===== src/rtl/risc_v_mike_pkg.sv =====
// Shared types for the risc_v_mike slice, plus the common async active-low flop macro.
`ifndef RISC_V_MIKE_DFF_ARN
`define RISC_V_MIKE_DFF_ARN(q, d, rv, clk, rst_n) \
    always_ff @(posedge clk or negedge rst_n) begin \
        if (!rst_n) q <= (rv); \
        else q <= (d); \
    end
`endif

package risc_v_mike_pkg;
    localparam int REG_ADDR_W = 5;
    localparam int DATA_32_W  = 32;

    typedef logic [REG_ADDR_W-1:0] t_register_addr;

    typedef struct packed {
        logic                 valid;
        t_register_addr       addr;
        logic [DATA_32_W-1:0] data;
    } t_wb_req;

    // Bit 0 of a busy vector is always 0, so the count never exceeds 31.
    function automatic logic [4:0] popcount32(input logic [31:0] v);
        logic [4:0] n;
        n = '0;
        for (int i = 0; i < 32; i++) n = n + 5'(v[i]);
        return n;
    endfunction
endpackage


===== src/rtl/risc_v_mike_wb_scheduler_if.sv =====
// Issue query, two writeback requesters and the register-file write port of the scheduler.
interface risc_v_mike_wb_scheduler_if
    import risc_v_mike_pkg::*;
#(
    parameter int DATA_W = DATA_32_W
);
    logic              iss_valid;
    t_register_addr    iss_rd;
    t_register_addr    iss_rs1;
    t_register_addr    iss_rs2;
    logic              iss_stall;

    logic              alu_wb_valid;
    t_register_addr    alu_wb_addr;
    logic [DATA_W-1:0] alu_wb_data;
    logic              alu_wb_ready;

    logic              ld_wb_valid;
    t_register_addr    ld_wb_addr;
    logic [DATA_W-1:0] ld_wb_data;
    logic              ld_wb_ready;

    logic              reg_file_write;
    t_register_addr    reg_file_wr_addr;
    logic [DATA_W-1:0] reg_file_wr_data;

    modport master (
        output iss_valid, iss_rd, iss_rs1, iss_rs2,
        input  iss_stall,
        output alu_wb_valid, alu_wb_addr, alu_wb_data,
        input  alu_wb_ready,
        output ld_wb_valid, ld_wb_addr, ld_wb_data,
        input  ld_wb_ready,
        input  reg_file_write, reg_file_wr_addr, reg_file_wr_data
    );

    modport slave (
        input  iss_valid, iss_rd, iss_rs1, iss_rs2,
        output iss_stall,
        input  alu_wb_valid, alu_wb_addr, alu_wb_data,
        output alu_wb_ready,
        input  ld_wb_valid, ld_wb_addr, ld_wb_data,
        output ld_wb_ready,
        output reg_file_write, reg_file_wr_addr, reg_file_wr_data
    );
endinterface


===== src/rtl/risc_v_mike_rr_arb2.sv =====
// Two-requester round-robin arbiter; grant is combinational from requests and last_grant.
module risc_v_mike_rr_arb2 (
    input  logic       clk,
    input  logic       rst,
    input  logic [1:0] req,
    output logic [1:0] gnt
);
    logic last_grant_reg;
    logic last_grant_next;

    always_comb begin
        gnt             = 2'b00;
        last_grant_next = last_grant_reg;
        if (!rst) begin
            gnt = 2'b00;
        end else if (req == 2'b11) begin
            gnt = last_grant_reg ? 2'b01 : 2'b10;
        end else begin
            gnt = req;
        end
        if (gnt != 2'b00) last_grant_next = gnt[1];
    end

    // Reset to the load requester so the ALU wins the first tie.
    `RISC_V_MIKE_DFF_ARN(last_grant_reg, last_grant_next, 1'b1, clk, rst)
endmodule


===== src/rtl/risc_v_mike_wb_scheduler.sv =====
// Writeback scheduler: busy-register scoreboard for issue, ALU/load arbitration, 1-cycle write stage.
module risc_v_mike_wb_scheduler
    import risc_v_mike_pkg::*;
#(
    parameter int REG_FILE_DEPTH = 16,
    parameter int DATA_W         = DATA_32_W
) (
    input  logic                       clk,
    input  logic                       rst,
    risc_v_mike_wb_scheduler_if.slave  bus,
    output logic [4:0]                 pending_cnt,
    output logic                       wb_err
);
    localparam int NUM_ADDR = 1 << REG_ADDR_W;

    logic [REG_FILE_DEPTH-1:0] busy_reg;
    logic [REG_FILE_DEPTH-1:0] busy_next;
    logic [NUM_ADDR-1:0]       busy_ext;
    logic [1:0]                gnt;
    logic                      accept;
    logic                      iss_stall;
    logic                      iss_fire;
    logic                      wr_valid_reg, wr_valid_next;
    logic                      wb_err_reg, wb_err_next;
    t_register_addr            sel_addr, wr_addr_reg, wr_addr_next;
    logic [DATA_W-1:0]         sel_data, wr_data_reg, wr_data_next;

    // Zero-extended so any encodable address indexes safely; out-of-range entries read as idle.
    assign busy_ext = NUM_ADDR'(busy_reg);

    assign iss_stall = bus.iss_valid &
                       (busy_ext[bus.iss_rs1] | busy_ext[bus.iss_rs2] | busy_ext[bus.iss_rd]);
    assign iss_fire  = bus.iss_valid & ~iss_stall & (bus.iss_rd != '0);

    risc_v_mike_rr_arb2 u_arb (
        .clk (clk),
        .rst (rst),
        .req ({bus.ld_wb_valid, bus.alu_wb_valid}),
        .gnt (gnt)
    );

    assign accept   = |gnt;
    assign sel_addr = gnt[1] ? bus.ld_wb_addr : bus.alu_wb_addr;
    assign sel_data = gnt[1] ? bus.ld_wb_data : bus.alu_wb_data;

    // A clear lands on the edge the register file is written; set and clear never share an address.
    assign busy_next[0] = 1'b0;
    for (genvar gi = 1; gi < REG_FILE_DEPTH; gi++) begin : g_busy
        assign busy_next[gi] =
            (busy_reg[gi] & ~(wr_valid_reg && (wr_addr_reg == t_register_addr'(gi)))) |
            (iss_fire && (bus.iss_rd == t_register_addr'(gi)));
    end

    assign wr_valid_next = accept && (sel_addr != '0);
    assign wr_addr_next  = accept ? sel_addr : wr_addr_reg;
    assign wr_data_next  = accept ? sel_data : wr_data_reg;
    assign wb_err_next   = wb_err_reg |
                           (accept && (sel_addr != '0) && !busy_ext[sel_addr]);

    `RISC_V_MIKE_DFF_ARN(busy_reg, busy_next, '0, clk, rst)
    `RISC_V_MIKE_DFF_ARN(wr_valid_reg, wr_valid_next, 1'b0, clk, rst)
    `RISC_V_MIKE_DFF_ARN(wr_addr_reg, wr_addr_next, '0, clk, rst)
    `RISC_V_MIKE_DFF_ARN(wr_data_reg, wr_data_next, '0, clk, rst)
    `RISC_V_MIKE_DFF_ARN(wb_err_reg, wb_err_next, 1'b0, clk, rst)

    assign bus.iss_stall        = iss_stall;
    assign bus.alu_wb_ready     = gnt[0];
    assign bus.ld_wb_ready      = gnt[1];
    assign bus.reg_file_write   = wr_valid_reg;
    assign bus.reg_file_wr_addr = wr_addr_reg;
    assign bus.reg_file_wr_data = wr_data_reg;
    assign pending_cnt          = popcount32(busy_ext);
    assign wb_err               = wb_err_reg;
endmodule


===== src/flat_wrapper.sv =====
// flat-port wrapper written by rule: the top's interface ports become plain ports
module risc_v_mike_wb_scheduler_flat import risc_v_mike_pkg::*;
#(
    parameter int REG_FILE_DEPTH = 16,
    parameter int DATA_W         = DATA_32_W
)
  (clk, rst, pending_cnt, wb_err, bus_iss_valid, bus_iss_rd, bus_iss_rs1, bus_iss_rs2, bus_iss_stall, bus_alu_wb_valid, bus_alu_wb_addr, bus_alu_wb_data, bus_alu_wb_ready, bus_ld_wb_valid, bus_ld_wb_addr, bus_ld_wb_data, bus_ld_wb_ready, bus_reg_file_write, bus_reg_file_wr_addr, bus_reg_file_wr_data);
  risc_v_mike_wb_scheduler_if #(.DATA_W(DATA_W)) bus_i ();
  input  logic clk;
  input  logic rst;
  output logic [4:0] pending_cnt;
  output logic wb_err;
  input wire logic [$bits(bus_i.iss_valid)-1:0] bus_iss_valid;
  input wire logic [$bits(bus_i.iss_rd)-1:0] bus_iss_rd;
  input wire logic [$bits(bus_i.iss_rs1)-1:0] bus_iss_rs1;
  input wire logic [$bits(bus_i.iss_rs2)-1:0] bus_iss_rs2;
  output wire logic [$bits(bus_i.iss_stall)-1:0] bus_iss_stall;
  input wire logic [$bits(bus_i.alu_wb_valid)-1:0] bus_alu_wb_valid;
  input wire logic [$bits(bus_i.alu_wb_addr)-1:0] bus_alu_wb_addr;
  input wire logic [$bits(bus_i.alu_wb_data)-1:0] bus_alu_wb_data;
  output wire logic [$bits(bus_i.alu_wb_ready)-1:0] bus_alu_wb_ready;
  input wire logic [$bits(bus_i.ld_wb_valid)-1:0] bus_ld_wb_valid;
  input wire logic [$bits(bus_i.ld_wb_addr)-1:0] bus_ld_wb_addr;
  input wire logic [$bits(bus_i.ld_wb_data)-1:0] bus_ld_wb_data;
  output wire logic [$bits(bus_i.ld_wb_ready)-1:0] bus_ld_wb_ready;
  output wire logic [$bits(bus_i.reg_file_write)-1:0] bus_reg_file_write;
  output wire logic [$bits(bus_i.reg_file_wr_addr)-1:0] bus_reg_file_wr_addr;
  output wire logic [$bits(bus_i.reg_file_wr_data)-1:0] bus_reg_file_wr_data;
  assign bus_i.iss_valid = bus_iss_valid;
  assign bus_i.iss_rd = bus_iss_rd;
  assign bus_i.iss_rs1 = bus_iss_rs1;
  assign bus_i.iss_rs2 = bus_iss_rs2;
  assign bus_iss_stall = bus_i.iss_stall;
  assign bus_i.alu_wb_valid = bus_alu_wb_valid;
  assign bus_i.alu_wb_addr = bus_alu_wb_addr;
  assign bus_i.alu_wb_data = bus_alu_wb_data;
  assign bus_alu_wb_ready = bus_i.alu_wb_ready;
  assign bus_i.ld_wb_valid = bus_ld_wb_valid;
  assign bus_i.ld_wb_addr = bus_ld_wb_addr;
  assign bus_i.ld_wb_data = bus_ld_wb_data;
  assign bus_ld_wb_ready = bus_i.ld_wb_ready;
  assign bus_reg_file_write = bus_i.reg_file_write;
  assign bus_reg_file_wr_addr = bus_i.reg_file_wr_addr;
  assign bus_reg_file_wr_data = bus_i.reg_file_wr_data;
  risc_v_mike_wb_scheduler #(.REG_FILE_DEPTH(REG_FILE_DEPTH), .DATA_W(DATA_W)) u_core (.clk(clk), .rst(rst), .bus(bus_i), .pending_cnt(pending_cnt), .wb_err(wb_err));
endmodule

===== config.mk =====
export PLATFORM = sky130hd
export DESIGN_NAME = risc_v_mike_wb_scheduler_flat
export DESIGN_NICKNAME = d
export VERILOG_FILES = /design/src/rtl/risc_v_mike_pkg.sv /design/src/rtl/risc_v_mike_wb_scheduler_if.sv /design/src/rtl/risc_v_mike_rr_arb2.sv /design/src/rtl/risc_v_mike_wb_scheduler.sv /design/src/flat_wrapper.sv
export SDC_FILE = /design/constraint.sdc
export NUM_CORES = 1
export LEC_CHECK = 0
export ABC_AREA = 1
export BUFFER_PORTS_ARGS = -buffer_cell sky130_fd_sc_hd__buf_2
export CAP_MARGIN = 30
export CORE_ASPECT_RATIO = 0.7
export CORE_MARGIN = 5
export CORE_UTILIZATION = 54
export CTS_CLUSTER_SIZE = 8
export DETAILED_ROUTE_END_ITERATION = 16
export PLACE_DENSITY = 0.91
export SYNTH_ARGS = -nofsm -noshare
export SYNTH_HDL_FRONTEND = slang
export SYNTH_SLANG_ARGS = --single-unit
export TNS_END_PERCENT = 100

===== constraint.sdc =====
create_clock -name clk -period 10.7 [get_ports clk]
set_input_delay 1.07 -clock clk [delete_from_list [all_inputs] [get_ports clk]]
set_output_delay 1.07 -clock clk [all_outputs]
set_load 0.05 [all_outputs]

==> results_dict.tcl, run 1 <==
set metrics [dict create \
    critical_path.max_stage_delay_ns 0.51 \
    yosysUniqueCellTypes 26 \
    finalSetupViolCount 0 \
    routed_wl_um 11400 \
    tightest_slew_ns 1.00 \
    dieArea_um2 8660 \
    cpMostUsedCell "fa_1" \
    crit_chain "ha_1, inv_1, fa_1, fa_1, fa_1, fa_1, inv_1, ha_1, inv_1, fa_1, xnor2_1, buf_2" \
    die_w_um 109 \
    drv_cap 0 \
    setup-tns-final_ns 0 \
    fin_crit_ns 5.40 \
    row_count 25 \
    drt_iter0_markers 382 \
    largest_reg_flops 32 \
    grt_pass1_vias 3958 \
    drive_above_1_share_pct 23.0 \
    post-route-drc-count 0 \
    ys_warn_count 0 \
    fin_worst_skew_ns 0.0164 \
    crit_family "adder cells" \
    cts_buffers 5 \
    status "finished, final reports clean" \
    worst_hold_path_type "reg2reg" \
    dp_cells 760 \
    via_per_inst 5.35 \
    post-cts-setup-buffer-count 0 \
    synth-compound-area-share_pct 9.80 \
    max_clock_freq_mhz 185 \
    path_class "reg2out" \
    endpoint_kind "primary output" \
    post-place-ws_ns 5.65 \
    final_common_cell "nand2_1" \
    worstPathMaxFanout 6 \
    instances_no_fill 768 \
    synth_xor_area_share_pct 0.472 \
    hold_violations 0 \
    syn_area_um2 3710 \
    crit_path_start_kind "register" \
    synth-seq-cells 55 \
    worst_path_max_delay_cell "fa_1" \
    synthAdderAreaFrac_pct 6.87 \
    critPathRequiredTime_ns 9.63 \
    maxSlewHeadroom_pct 33.1 \
    die_y_um 79.4 \
    cts_hold_buf 0 \
    wire_per_inst_um 14.8 \
    finalCritPeriodShare_pct 50.4 \
    cts.clk_slew.worst_paths_ns 0.10 \
    htreeDepth 2 \
    synth_top_family_by_area "simple AND/OR/NAND/NOR gates" \
    ant_nets 0 \
    grt_max_degree 69 \
    route.vias.total 4110 \
    clk_path_buf_depth 2 \
    netlist_instances 546 \
    final_cell_mix "nand2_1 (207), buf_2 (140), nand3_1 (63)" \
    dpl.hpwl_um 9030 \
    antenna_found_initial 0 \
    arrival_ns 4.33 \
    report.final.slew_viol_count 0 \
    cts-root-buf "clkbuf_8" \
    syn2layout_area_growth_pct 21.7 \
    start_util_pct 55.2 \
    cts_tree "yes" \
    clk-insertion-delay-late_ns 0.32 \
    syn_nets 655 \
    fin_ws_ns 5.30 \
    yosysSeqAreaShare_pct 37.1 \
    synth.area.mux_share_pct 0 \
    grt_use_total_pct 27.2 \
    gp_congestion 0.911 \
    clock_sinks 55 \
    grt-ovfl-total 0 \
    antenna_cells 0 \
    core_area_um2 6730 \
    synth_simple_gate_area_share_pct 36.3 \
    pin_count 141 \
    fin_nets 782 \
    syn_area_per_cell_um2 6.80 \
    first_pass_iters 5 \
    grt_pass1_wl_um 18700 \
    portBuffers 140 \
    cp_num_buf_inv 4 \
    rsz0062_at_grt "false" \
    cts.repair.resized 0 \
]
[area by class of cell]
| type | count | area [um2] |
|---|---|---|
| fillers | 592 | 2210 |
| multi-input cells | 411 | 1980 |
| flip-flops and latches | 55 | 1380 |
| repair buffers | 143 | 723 |
| inverters | 57 | 214 |
| well taps | 94 | 118 |
| clock buffers | 5 | 68.8 |
| clock inverters | 3 | 33.8 |
[Yosys cell counts (all sizes together)]
master	instances	area (um2)
fa	9	180
nor3	4	20.0
ha	6	75.1
buf	12	87.6
nand2	207	777
xnor2	1	8.76
xor2	1	8.76
nor2	53	209
o31ai	3	22.5
a31oi	33	206
clkbuf	11	51.3
dfrtp	54	1350
nor4	3	18.8
o21ai	23	115
inv	57	214
nand3	63	315
a21oi	4	20.0
dfstp	1	26.3
nand3b	1	7.51
[worst min-delay path: cells and delay by family, from the launching register on]
family,cells,cell delay (ns)
flip-flops,1,0.35
AND/OR/NAND/NOR,1,0.06
buffers and inverters,1,0.04
[kinds of logic after synthesis]
logic type | after synthesis
fa+ha+maj | 15
compound gates | 63
flops | 55
buf+inv | 80
xor+xnor | 2
simple gates | 331
[routing by layer]
metal,GRT usage (%),share of wire (%),vias up
li1,-,-,1997
met1,38.4,42,1934
met2,43.8,48,168
met3,4.77,8.2,11
met4,6.05,1.0,0
met5,0,0,-
[through the flow]
step / cell area (um2) / hold WS, ns / utilization [%]
floorplan: 3710 / 0.464 / -
global placement: 4420 / 0.446 / 65.7
detailed placement: 4420 / 0.462 / 65.7
CTS: 4520 / 0.488 / 67.2
global route: 4520 / 0.537 / 67.2
finish: 4520 / 0.482 / 67.2
[path summary, 6_finish.rpt]
| path | startpoint | end | slack [ns] | cells after the start |
|---|---|---|---|---|
| max | u_core.busy_reg[1] | pending_cnt[2] | 5.30 | 12 |
| min | u_core.wb_err | u_core.wb_err | 0.48 | 2 |
| max reg2reg | u_core.u_arb.last_grant_reg | u_core.bus.reg_file_wr_data[12] | 8.36 | 8 |
| min reg2reg | u_core.wb_err | u_core.wb_err | 0.48 | 2 |
| max in group asynchronous | rst | u_core.busy_reg[5] | 9.35 | 2 |
| min in group asynchronous | rst | u_core.bus.reg_file_wr_data[30] | 0.85 | 2 |
Power of run 1 is left out: the tool's default activity adds up to more than one toggle a clock period on the data nets, which glitch-free logic cannot reach.
==> inputs of run 2 (changes only) <==
- CORE_UTILIZATION: 54 -> 45
- PLACE_DENSITY: 0.91 -> 0.81
- clock period: 10.7 -> 4.6 ns (I/O delays scaled with it)
==> run 2 against run 1 <==
  * Critical path depth unchanged
  * Design area up 2.4%
  * Cell count up 1.2%
  * Worst hold slack worse by 0.46 ns
  * Clock skew down 0.0095 ns
  * Sequential cell count unchanged
  * Register-to-register slack worse by 5.9 ns
  * Global-route usage down 5.4 points
  * Non-clock buffer count up 2
==> results_dict.tcl, run 2 (synthesis gave the netlist of run 1 again) <==
set metrics [dict create \
    crit_family "adder cells" \
    final_cell_mix "nand2_1 (207), buf_2 (136), nand3_1 (63)" \
    timing.rr.start "u_core.u_arb.last_grant_reg" \
    fillers 765 \
    clk-insertion-delay-late_ns 0.30 \
    setup-tns-final_ns 0 \
    critical_path.max_stage_delay_ns 0.59 \
    maxSlewHeadroom_pct 32.9 \
    die_w_um 119 \
    multiInputGateArea_um2 1990 \
    endpoint_kind "primary output" \
    cts.clk_slew.worst_paths_ns 0.07 \
    crit_path_start_kind "register" \
    clk_path_buf_depth 2 \
    fin_nets 784 \
    final_common_cell "nand2_1" \
    dieArea_um2 10200 \
    tightest_slew_ns 1.01 \
    first_pass_iters 5 \
    crit_start "u_core.busy_reg[1]" \
    cts_tree "yes" \
    fin_worst_skew_ns 0.00688 \
    grt_pass1_vias 3951 \
    cts-root-buf "clkbuf_16" \
    route.vias.total 4055 \
    reg2regPathDepth 13 \
    routed_wl_um 11400 \
    antenna_found_initial 0 \
    status "finished, final reports clean" \
    fin_crit_ns 4.48 \
    worst_path_max_delay_cell "fa_1" \
    largest_reg_flops 32 \
    arrival_ns 4.02 \
    die_y_um 86.0 \
    max_clock_freq_mhz 223 \
    path_depth 12 \
    report.final.slew_viol_count 0 \
    grt_max_degree 69 \
    gp_congestion 0.897 \
    drive_above_1_share_pct 23.7 \
    worst_hold_path_type "in2async" \
    hold_violations 0 \
    row_count 27 \
    critPathRequiredTime_ns 4.14 \
    grt_pass1_wl_um 18600 \
    path_class "reg2out" \
    cts_buffers 5 \
    seq_area_um2 1380 \
    pin_count 141 \
    syn2layout_area_growth_pct 24.6 \
    drt_iter0_markers 371 \
    portBuffers 140 \
    wire_per_inst_um 14.7 \
    grt_use_total_pct 21.8 \
    finalSetupViolCount 0 \
    crit_chain "ha_1, inv_1, fa_1, fa_1, fa_1, fa_1, inv_1, ha_1, inv_1, fa_2, inv_1, buf_6" \
    rsz0062_at_grt "false" \
    clock_sinks 55 \
    cp_num_buf_inv 5 \
    start_util_pct 46.8 \
    cts_hold_buf 0 \
    grt-ovfl-total 0 \
    post-route-drc-count 0 \
    dpl.hpwl_um 9110 \
    via_per_inst 5.22 \
    drv_cap 0 \
    worstPathMaxFanout 2 \
    finalCritPeriodShare_pct 97.3 \
    core_area_um2 7940 \
    htreeDepth 2 \
    ant_nets 0 \
    antenna_cells 0 \
]
-- run 2: layout make-up --
cell class / instances / share of cell area [%]
Sequential cell: 55 / 29.8
Clock inverter: 3 / 0.730
Multi-Input combinational cell: 411 / 43.1
Timing Repair Buffer: 145 / 16.3
Clock buffer: 5 / 2.70
Tap cell: 101 / 2.73
Inverter: 57 / 4.62
-- run 2: final timing paths --
kind | end | slack, ns
hold / removal | u_core.bus.reg_file_wr_data[28] | 0.02
hold reg to reg | u_core.wb_err | 0.48
setup / recovery | pending_cnt[1] | 0.12
min in group clk | u_core.bus.reg_file_wr_data[12] | 0.40
max in group asynchronous | u_core.busy_reg[1] | 3.67
setup reg to reg | u_core.wb_err | 2.51
-- run 2: per-layer routing --
layer,wire (um),GRT usage [%],vias up
met5,0,0,-
met4,176,5.56,0
met3,960,3.89,15
met2,5320,35.3,182
met1,4990,30.3,1854
li1,-,-,2004
-- run 2: timing repair --
action                     in CTS  in global routing
setup endpoints to repair       3                  4
cloned                          0                  0
pin swaps                       1                  5
setup buffers                   1                  1
resized for setup               7                  2
-- run 2: through the flow --
stage	setup slack, ns	cells	area, um2	utilization [%]	hold WS, ns
finish	0.122	777	4630	58.3	0.0243
CTS	0.0122	776	4620	58.2	0.0214
global placement	0.222	767	4430	55.8	0.335
global route	0.00456	777	4630	58.3	0.0192
floorplan	0.00486	546	3720	-	0.164
detailed placement	0.159	767	4430	55.8	0.334
Power of run 2 is left out for the same reason.
